## src/rtl/exec_sequencer_pkg.sv

```systemverilog
// Shared types and widths for the MAC pass sequencer.
package exec_sequencer_pkg;

  localparam int COL_W   = 4;
  localparam int ADDR_W  = 5;
  localparam int RBUF_AW = 8;

  typedef enum logic [2:0] {
    IDLE,
    LOAD,
    COMPUTE,
    DRAIN,
    SWAP
  } state_t;

endpackage

```

## src/rtl/exec_sequencer_if.sv

```systemverilog
// Command, beat-handshake and MAC/rbuf control bundle of the pass sequencer.
interface exec_sequencer_if
  import exec_sequencer_pkg::*;
  ();

  logic               start_valid;
  logic               start_ready;
  logic [ADDR_W-1:0]  cfg_w_rows;
  logic [ADDR_W-1:0]  cfg_a_rows;
  logic [RBUF_AW-1:0] cfg_rbuf_base;
  logic               w_valid;
  logic               w_ready;
  logic               a_valid;
  logic               a_ready;
  logic               mac_w_en_n;
  logic [COL_W-1:0]   mac_w_col;
  logic [ADDR_W-1:0]  mac_w_addr;
  logic               mac_r_en_n;
  logic [ADDR_W-1:0]  mac_r_addr;
  logic [RBUF_AW-1:0] rbuf_w_addr;
  logic               swap_n;
  logic               busy;
  logic               done;

  modport master (
    output start_valid, cfg_w_rows, cfg_a_rows, cfg_rbuf_base, w_valid, a_valid,
    input  start_ready, w_ready, a_ready, mac_w_en_n, mac_w_col, mac_w_addr,
    input  mac_r_en_n, mac_r_addr, rbuf_w_addr, swap_n, busy, done
  );

  modport slave (
    input  start_valid, cfg_w_rows, cfg_a_rows, cfg_rbuf_base, w_valid, a_valid,
    output start_ready, w_ready, a_ready, mac_w_en_n, mac_w_col, mac_w_addr,
    output mac_r_en_n, mac_r_addr, rbuf_w_addr, swap_n, busy, done
  );

endinterface

```

## src/rtl/exec_sequencer_nested_counter.sv

```systemverilog
// Inner/outer wrap counter: inner runs 0..inner_max, outer advances on each inner wrap.
module nested_counter #(
  parameter int INNER_W = 5,
  parameter int OUTER_W = 4
) (
  input  logic               clock,
  input  logic               reset_n,
  input  logic               clear,
  input  logic               step,
  input  logic [INNER_W-1:0] inner_max,
  input  logic [OUTER_W-1:0] outer_max,
  output logic [INNER_W-1:0] inner,
  output logic [OUTER_W-1:0] outer
);

  logic [INNER_W-1:0] inner_reg, inner_next;
  logic [OUTER_W-1:0] outer_reg, outer_next;

  always_comb begin
    inner_next = inner_reg;
    outer_next = outer_reg;
    if (clear) begin
      inner_next = '0;
      outer_next = '0;
    end else if (step) begin
      if (inner_reg == inner_max) begin
        inner_next = '0;
        outer_next = (outer_reg == outer_max) ? '0 : outer_reg + OUTER_W'(1);
      end else begin
        inner_next = inner_reg + INNER_W'(1);
      end
    end
  end

  always_ff @(posedge clock or negedge reset_n) begin
    if (!reset_n) begin
      inner_reg <= '0;
      outer_reg <= '0;
    end else begin
      inner_reg <= inner_next;
      outer_reg <= outer_next;
    end
  end

  assign inner = inner_reg;
  assign outer = outer_reg;

endmodule

```

## src/rtl/exec_sequencer.sv

```systemverilog
// Pass sequencer: loads N_COLS weight columns, streams activation reads into rbuf,
// drains the MAC pipeline and strobes a buffer swap.
module exec_sequencer
  import exec_sequencer_pkg::*;
#(
  parameter int MAC_LAT = 2,
  parameter int N_COLS  = 16
) (
  input  logic             clock,
  input  logic             reset_n,
  exec_sequencer_if.slave  bus
);

  localparam int               DRAIN_W  = (MAC_LAT < 2) ? 1 : $clog2(MAC_LAT + 1);
  localparam logic [COL_W-1:0] LAST_COL = COL_W'(N_COLS - 1);

  state_t             state_reg, state_next;
  logic [ADDR_W-1:0]  w_rows_reg;
  logic [ADDR_W-1:0]  a_rows_reg;
  logic [RBUF_AW-1:0] base_reg;
  logic [DRAIN_W-1:0] drain_reg;

  logic               start_fire, w_fire, a_fire;
  logic               ld_last, cmp_last;
  logic [ADDR_W-1:0]  addr, idx;
  logic [COL_W-1:0]   col;
  logic               cmp_pass;

  assign start_fire = (state_reg == IDLE) && bus.start_valid;
  assign w_fire     = (state_reg == LOAD) && bus.w_valid;
  assign a_fire     = (state_reg == COMPUTE) && bus.a_valid;

  nested_counter #(.INNER_W(ADDR_W), .OUTER_W(COL_W)) u_load_cnt (
    .clock     (clock),
    .reset_n   (reset_n),
    .clear     (start_fire),
    .step      (w_fire),
    .inner_max (w_rows_reg),
    .outer_max (LAST_COL),
    .inner     (addr),
    .outer     (col)
  );

  // COMPUTE is a single outer pass, so the outer counter only ever holds 0.
  nested_counter #(.INNER_W(ADDR_W), .OUTER_W(1)) u_cmp_cnt (
    .clock     (clock),
    .reset_n   (reset_n),
    .clear     (start_fire),
    .step      (a_fire),
    .inner_max (a_rows_reg),
    .outer_max (1'b0),
    .inner     (idx),
    .outer     (cmp_pass)
  );

  assign ld_last  = w_fire && (addr == w_rows_reg) && (col == LAST_COL);
  assign cmp_last = a_fire && (idx == a_rows_reg) && (cmp_pass == 1'b0);

  always_ff @(posedge clock or negedge reset_n) begin
    if (!reset_n) begin
      w_rows_reg <= '0;
      a_rows_reg <= '0;
      base_reg   <= '0;
    end else if (start_fire) begin
      w_rows_reg <= bus.cfg_w_rows;
      a_rows_reg <= bus.cfg_a_rows;
      base_reg   <= bus.cfg_rbuf_base;
    end
  end

  always_ff @(posedge clock or negedge reset_n) begin
    if (!reset_n) begin
      drain_reg <= '0;
    end else if (cmp_last) begin
      drain_reg <= DRAIN_W'(MAC_LAT);
    end else if ((state_reg == DRAIN) && (drain_reg != '0)) begin
      drain_reg <= drain_reg - DRAIN_W'(1);
    end
  end

  always_ff @(posedge clock or negedge reset_n) begin
    if (!reset_n) begin
      state_reg <= IDLE;
    end else begin
      state_reg <= state_next;
    end
  end

  always_comb begin
    state_next = state_reg;
    case (state_reg)
      IDLE:    if (bus.start_valid) state_next = LOAD;
      LOAD:    if (ld_last) state_next = COMPUTE;
      COMPUTE: if (cmp_last) state_next = (MAC_LAT == 0) ? SWAP : DRAIN;
      // Last drain cycle is the one where the counter reads 1.
      DRAIN:   if (drain_reg <= DRAIN_W'(1)) state_next = SWAP;
      SWAP:    state_next = IDLE;
      default: state_next = IDLE;
    endcase
  end

  always_comb begin
    bus.start_ready = (state_reg == IDLE);
    bus.w_ready     = (state_reg == LOAD);
    bus.a_ready     = (state_reg == COMPUTE);
    bus.mac_w_en_n  = ~w_fire;
    bus.mac_w_col   = col;
    bus.mac_w_addr  = addr;
    bus.mac_r_en_n  = ~a_fire;
    bus.mac_r_addr  = idx;
    bus.rbuf_w_addr = base_reg + RBUF_AW'(idx);
    bus.swap_n      = (state_reg != SWAP);
    bus.done        = (state_reg == SWAP);
    bus.busy        = (state_reg != IDLE);
  end

endmodule

```

## src/flat_wrapper.sv

```systemverilog
// flat-port wrapper written by rule: the top's interface ports become plain ports
module exec_sequencer_flat import exec_sequencer_pkg::*;
#(
  parameter int MAC_LAT = 2,
  parameter int N_COLS  = 16
)
  (clock, reset_n, bus_start_valid, bus_cfg_w_rows, bus_cfg_a_rows, bus_cfg_rbuf_base, bus_w_valid, bus_a_valid, bus_start_ready, bus_w_ready, bus_a_ready, bus_mac_w_en_n, bus_mac_w_col, bus_mac_w_addr, bus_mac_r_en_n, bus_mac_r_addr, bus_rbuf_w_addr, bus_swap_n, bus_busy, bus_done);
  exec_sequencer_if bus_i ();
  input  logic clock;
  input  logic reset_n;
  input wire logic [$bits(bus_i.start_valid)-1:0] bus_start_valid;
  input wire logic [$bits(bus_i.cfg_w_rows)-1:0] bus_cfg_w_rows;
  input wire logic [$bits(bus_i.cfg_a_rows)-1:0] bus_cfg_a_rows;
  input wire logic [$bits(bus_i.cfg_rbuf_base)-1:0] bus_cfg_rbuf_base;
  input wire logic [$bits(bus_i.w_valid)-1:0] bus_w_valid;
  input wire logic [$bits(bus_i.a_valid)-1:0] bus_a_valid;
  output wire logic [$bits(bus_i.start_ready)-1:0] bus_start_ready;
  output wire logic [$bits(bus_i.w_ready)-1:0] bus_w_ready;
  output wire logic [$bits(bus_i.a_ready)-1:0] bus_a_ready;
  output wire logic [$bits(bus_i.mac_w_en_n)-1:0] bus_mac_w_en_n;
  output wire logic [$bits(bus_i.mac_w_col)-1:0] bus_mac_w_col;
  output wire logic [$bits(bus_i.mac_w_addr)-1:0] bus_mac_w_addr;
  output wire logic [$bits(bus_i.mac_r_en_n)-1:0] bus_mac_r_en_n;
  output wire logic [$bits(bus_i.mac_r_addr)-1:0] bus_mac_r_addr;
  output wire logic [$bits(bus_i.rbuf_w_addr)-1:0] bus_rbuf_w_addr;
  output wire logic [$bits(bus_i.swap_n)-1:0] bus_swap_n;
  output wire logic [$bits(bus_i.busy)-1:0] bus_busy;
  output wire logic [$bits(bus_i.done)-1:0] bus_done;
  assign bus_i.start_valid = bus_start_valid;
  assign bus_i.cfg_w_rows = bus_cfg_w_rows;
  assign bus_i.cfg_a_rows = bus_cfg_a_rows;
  assign bus_i.cfg_rbuf_base = bus_cfg_rbuf_base;
  assign bus_i.w_valid = bus_w_valid;
  assign bus_i.a_valid = bus_a_valid;
  assign bus_start_ready = bus_i.start_ready;
  assign bus_w_ready = bus_i.w_ready;
  assign bus_a_ready = bus_i.a_ready;
  assign bus_mac_w_en_n = bus_i.mac_w_en_n;
  assign bus_mac_w_col = bus_i.mac_w_col;
  assign bus_mac_w_addr = bus_i.mac_w_addr;
  assign bus_mac_r_en_n = bus_i.mac_r_en_n;
  assign bus_mac_r_addr = bus_i.mac_r_addr;
  assign bus_rbuf_w_addr = bus_i.rbuf_w_addr;
  assign bus_swap_n = bus_i.swap_n;
  assign bus_busy = bus_i.busy;
  assign bus_done = bus_i.done;
  exec_sequencer #(.MAC_LAT(MAC_LAT), .N_COLS(N_COLS)) u_core (.clock(clock), .reset_n(reset_n), .bus(bus_i));
endmodule
```

## config.mk

```make
export PLATFORM = sky130hd
export DESIGN_NAME = exec_sequencer_flat
export DESIGN_NICKNAME = d
export VERILOG_FILES = /design/src/rtl/exec_sequencer_pkg.sv /design/src/rtl/exec_sequencer_if.sv /design/src/rtl/exec_sequencer_nested_counter.sv /design/src/rtl/exec_sequencer.sv /design/src/flat_wrapper.sv
export SDC_FILE = /design/constraint.sdc
export NUM_CORES = 1
export LEC_CHECK = 0
export ABC_AREA = 1
export CAP_MARGIN = 20
export CORE_ASPECT_RATIO = 1.2
export CORE_MARGIN = 4
export CORE_UTILIZATION = 49
export CTS_CLUSTER_DIAMETER = 150
export DETAILED_ROUTE_END_ITERATION = 10
export GPL_TIMING_DRIVEN = 0
export PLACE_DENSITY = 0.8
export SLEW_MARGIN = 10
export SYNTH_ARGS = -nofsm -noshare
export SYNTH_HDL_FRONTEND = slang
export SYNTH_SLANG_ARGS = --single-unit
```

## constraint.sdc

```tcl
create_clock -name clock -period 1.8 [get_ports clock]
set_clock_uncertainty 0.05 [all_clocks]
set_input_delay 0.18 -clock clock [delete_from_list [all_inputs] [get_ports clock]]
set_output_delay 0.18 -clock clock [all_outputs]
set_load 0.02 [all_outputs]
```

==> flow_summary.ini <==
[placed_design]
place_ws_ps = -495
portBuffers = 52
placed_area_um2 = 2750
dpl.hpwl_um = 3540
gp_congestion = 0.796

[hold_path]
hold_path_class = in2async

[synth]
ys_seq_area_share_pct = 44.3
synth-edff-count = 0
syn-num-nets = 299
synth_area_um2 = 2090
synthCells = 265
synth_top_flop_cell = dfrtp_1
synth_top_area_share_pct = 44.3
ys_async_sr_fraction_pct = 100
synth.largest_area_cell = dfrtp_1
ys_warn_count = 0
ys_types = 25
synth.area.top_cells = dfrtp_1 44%, nand2_1 17%, ha_1 6.0%
synthMostInstantiatedCell = nand2_1
postSynthAreaPerCell_um2 = 7.89
netlist_top_cells_count = 97 x nand2_1, 37 x dfrtp_1, 22 x inv_1, 19 x nand3_1, 15 x o21ai_1
ys_ff_latch = 37

[pwr]
p_per_area_nw_per_um2 = 1680
power.leakage_nw = 1.50
ir_drop_uv = 792
total_power_mw = 4.99

[critical_path]
crit_chain = ha_4, fa_2, nand3_2, nand3_2, nand2_2, a21oi_2, xor2_2, buf_6
crit_path_frequent_cell = nand3_2
r2r-start = u_core.u_load_cnt.inner[0]
required_ps = 1570
crit_type = reg2out
crit_fanout = 2
startpoint_type = register
rr_endpoint = u_core.u_load_cnt.inner[2]
crit_path_max_incr_delay_ps = 430
end_kind = output pin
cp_slowest_cell = dfrtp_2
cp.arrival_ps = 1840
rrSetupSlack_ps = 320
reg2reg_depth = 7

[timing]
timing.slew.headroom_pct = 71.0
fin_crit_sh_pct = 115
layout_min_cycle_time_ps = 2070
finalWorstSetupSlack_ps = -274
hold_violations = 0
setup_violations = 5
worst_pin_slew_ps = 435
max_freq_mhz = 482
finalMaxSlewViolations = 0
grt_setup_unrepaired = true
fin_tns_setup_ps = -981

[floorplanning]
initial_core_util_pct = 51.8
die_w_um = 67.6
num_io_pins = 53
die_h_um = 79.6
coreArea_um2 = 4040
core.rowCount = 25
fp.dieArea_um2 = 5380

[grt]
grt_pass1_vias = 1912
grtUsageTotal_pct = 20.3
grt-ovfl-total = 0
grt_pass1_wl_um = 8290
grt_max_degree = 22
grt_antenna_before_repair = 0

[cts]
clk_latency_ps = 290
cts_sinks = 37
clockRootBuffer = clkbuf_8
cts_tree = built
cts-buffers-inserted = 5
h-tree-depth = 2
cts_buffer_depth = 2
clkTransAtPathRegs_ps = 80

[cells_and_area]
final_layout_size_suffix_gt1_share_pct = 19.6
stdcell_area_um2 = 2970
nets = 365
areaGrowthSynthToFinish_pct = 42.2
largest_reg_flops = 8
n_antenna_cell = 0
num-fill-cells = 283

[detailed_routing]
viasPerCell = 4.88
ant_nets = 0
wl_per_cell_um = 13.0
drt-initial-drc-count = 81
wirelength_um = 5020
drc_errors = 0
drt_pass1_iterations = 4
vias = 1883

[status]
status = finished with violations
violations = negative setup slack

[flow_run]
drv_cap = 0
-- placed cells by master, fill, tap and decap left out, drive strengths merged --
master	instances
bufinv	2
clkinv	1
dfrtp	37
buf	18
nand3b	2
xnor2	3
ha	10
xor2	13
dlygate4sd2	8
nand3	19
dlygate4sd3	1
clkdlybuf4s50	35
inv	29
nor2	14
a21oi	6
dlymetal6s2s	1
clkbuf	5
nand2	103
or2	2
nor3	4
fa	1
and3	1
o21ai	16
nand4	1
-- report_power, final --
group | total (mW) | internal (mW) | switching [mW] | leakage (nW)
clock network | 0.862 | 0.551 | 0.311 | 0.0681
registers | 1.52 | 1.17 | 0.352 | 0.468
logic | 2.61 | 1.12 | 1.50 | 0.968
-- stage by stage --
| stage | hold slack (ps) | utilization [%] | cells |
|---|---|---|---|
| 2_1_floorplan | -166 | - | 265 |
| 3_3_place_gp | 421 | 67.6 | 371 |
| 3_5_place_dp | 91.0 | 68.2 | 372 |
| 4_1_cts | 318 | 72.7 | 384 |
| 5_1_grt | 349 | 73.7 | 386 |
| 6_report | 317 | 73.7 | 386 |
-- worst max-delay path, delay by kind of cell (launching register included) --
| family | cells | cell delay (ps) |
|---|---|---|
| xor gates and xnor gates | 1 | 170 |
| DFF | 1 | 430 |
| AOI/OAI and AO/OA | 1 | 60 |
| buffers and inverters | 1 | 130 |
| and+or+nand+nor | 3 | 230 |
| adders and majority gates | 2 | 520 |
-- cell type report --
class / count / area, µm² / share of cell area, %
Inverter: 29 / 109 / 3.66
Clock buffer: 5 / 68.8 / 2.31
Timing Repair Buffer: 59 / 573 / 19.3
Tap cell: 54 / 67.6 / 2.27
Clock inverter: 3 / 65.1 / 2.19
Sequential cell: 37 / 932 / 31.4
Buffer: 4 / 22.5 / 0.758
Multi-Input combinational cell: 195 / 1130 / 38.2
-- timing repair --
action                                 CTS  global route
pin swaps                                4             4
gates cloned                             0             0
endpoints found under the hold margin   16             0
hold buffers                             1             0
resized for setup                       53             6
setup endpoints to repair               15            10
buffers inserted                         3             2
-- worst max path at each step --
stage / startpoint / slack (ps) / endpoint
after floorplan: u_core.u_cmp_cnt.inner[0] / -10 / bus_rbuf_w_addr[6]
after CTS: u_core.u_cmp_cnt.inner[0] / -280 / bus_rbuf_w_addr[6]
after global routing: u_core.base_reg[0] / -340 / bus_rbuf_w_addr[6]
final: u_core.u_cmp_cnt.inner[0] / -270 / bus_rbuf_w_addr[6]
after global placement: u_core.u_cmp_cnt.inner[0] / -520 / bus_rbuf_w_addr[6]
after detailed placement: u_core.u_cmp_cnt.inner[0] / -500 / bus_rbuf_w_addr[6]
-- cell families after synthesis --
group,Yosys count,synth area share [%]
DFF,37,44.3
buffers and inverters,33,6.28
and+or+nand+nor,146,30.5
adders and majority gates,11,6.94
xor gates and xnor gates,16,6.70
AOI/OAI and AO/OA,22,5.27
-- metal layers --
metal	track usage (%)	vias to the layer above	wire length, µm
met5	0	-	0
met4	8.92	0	85
met3	4.37	7	285
met2	34.9	45	2490
met1	23.8	867	2160
li1	-	964	-
Power figures use the tool's default switching activity.
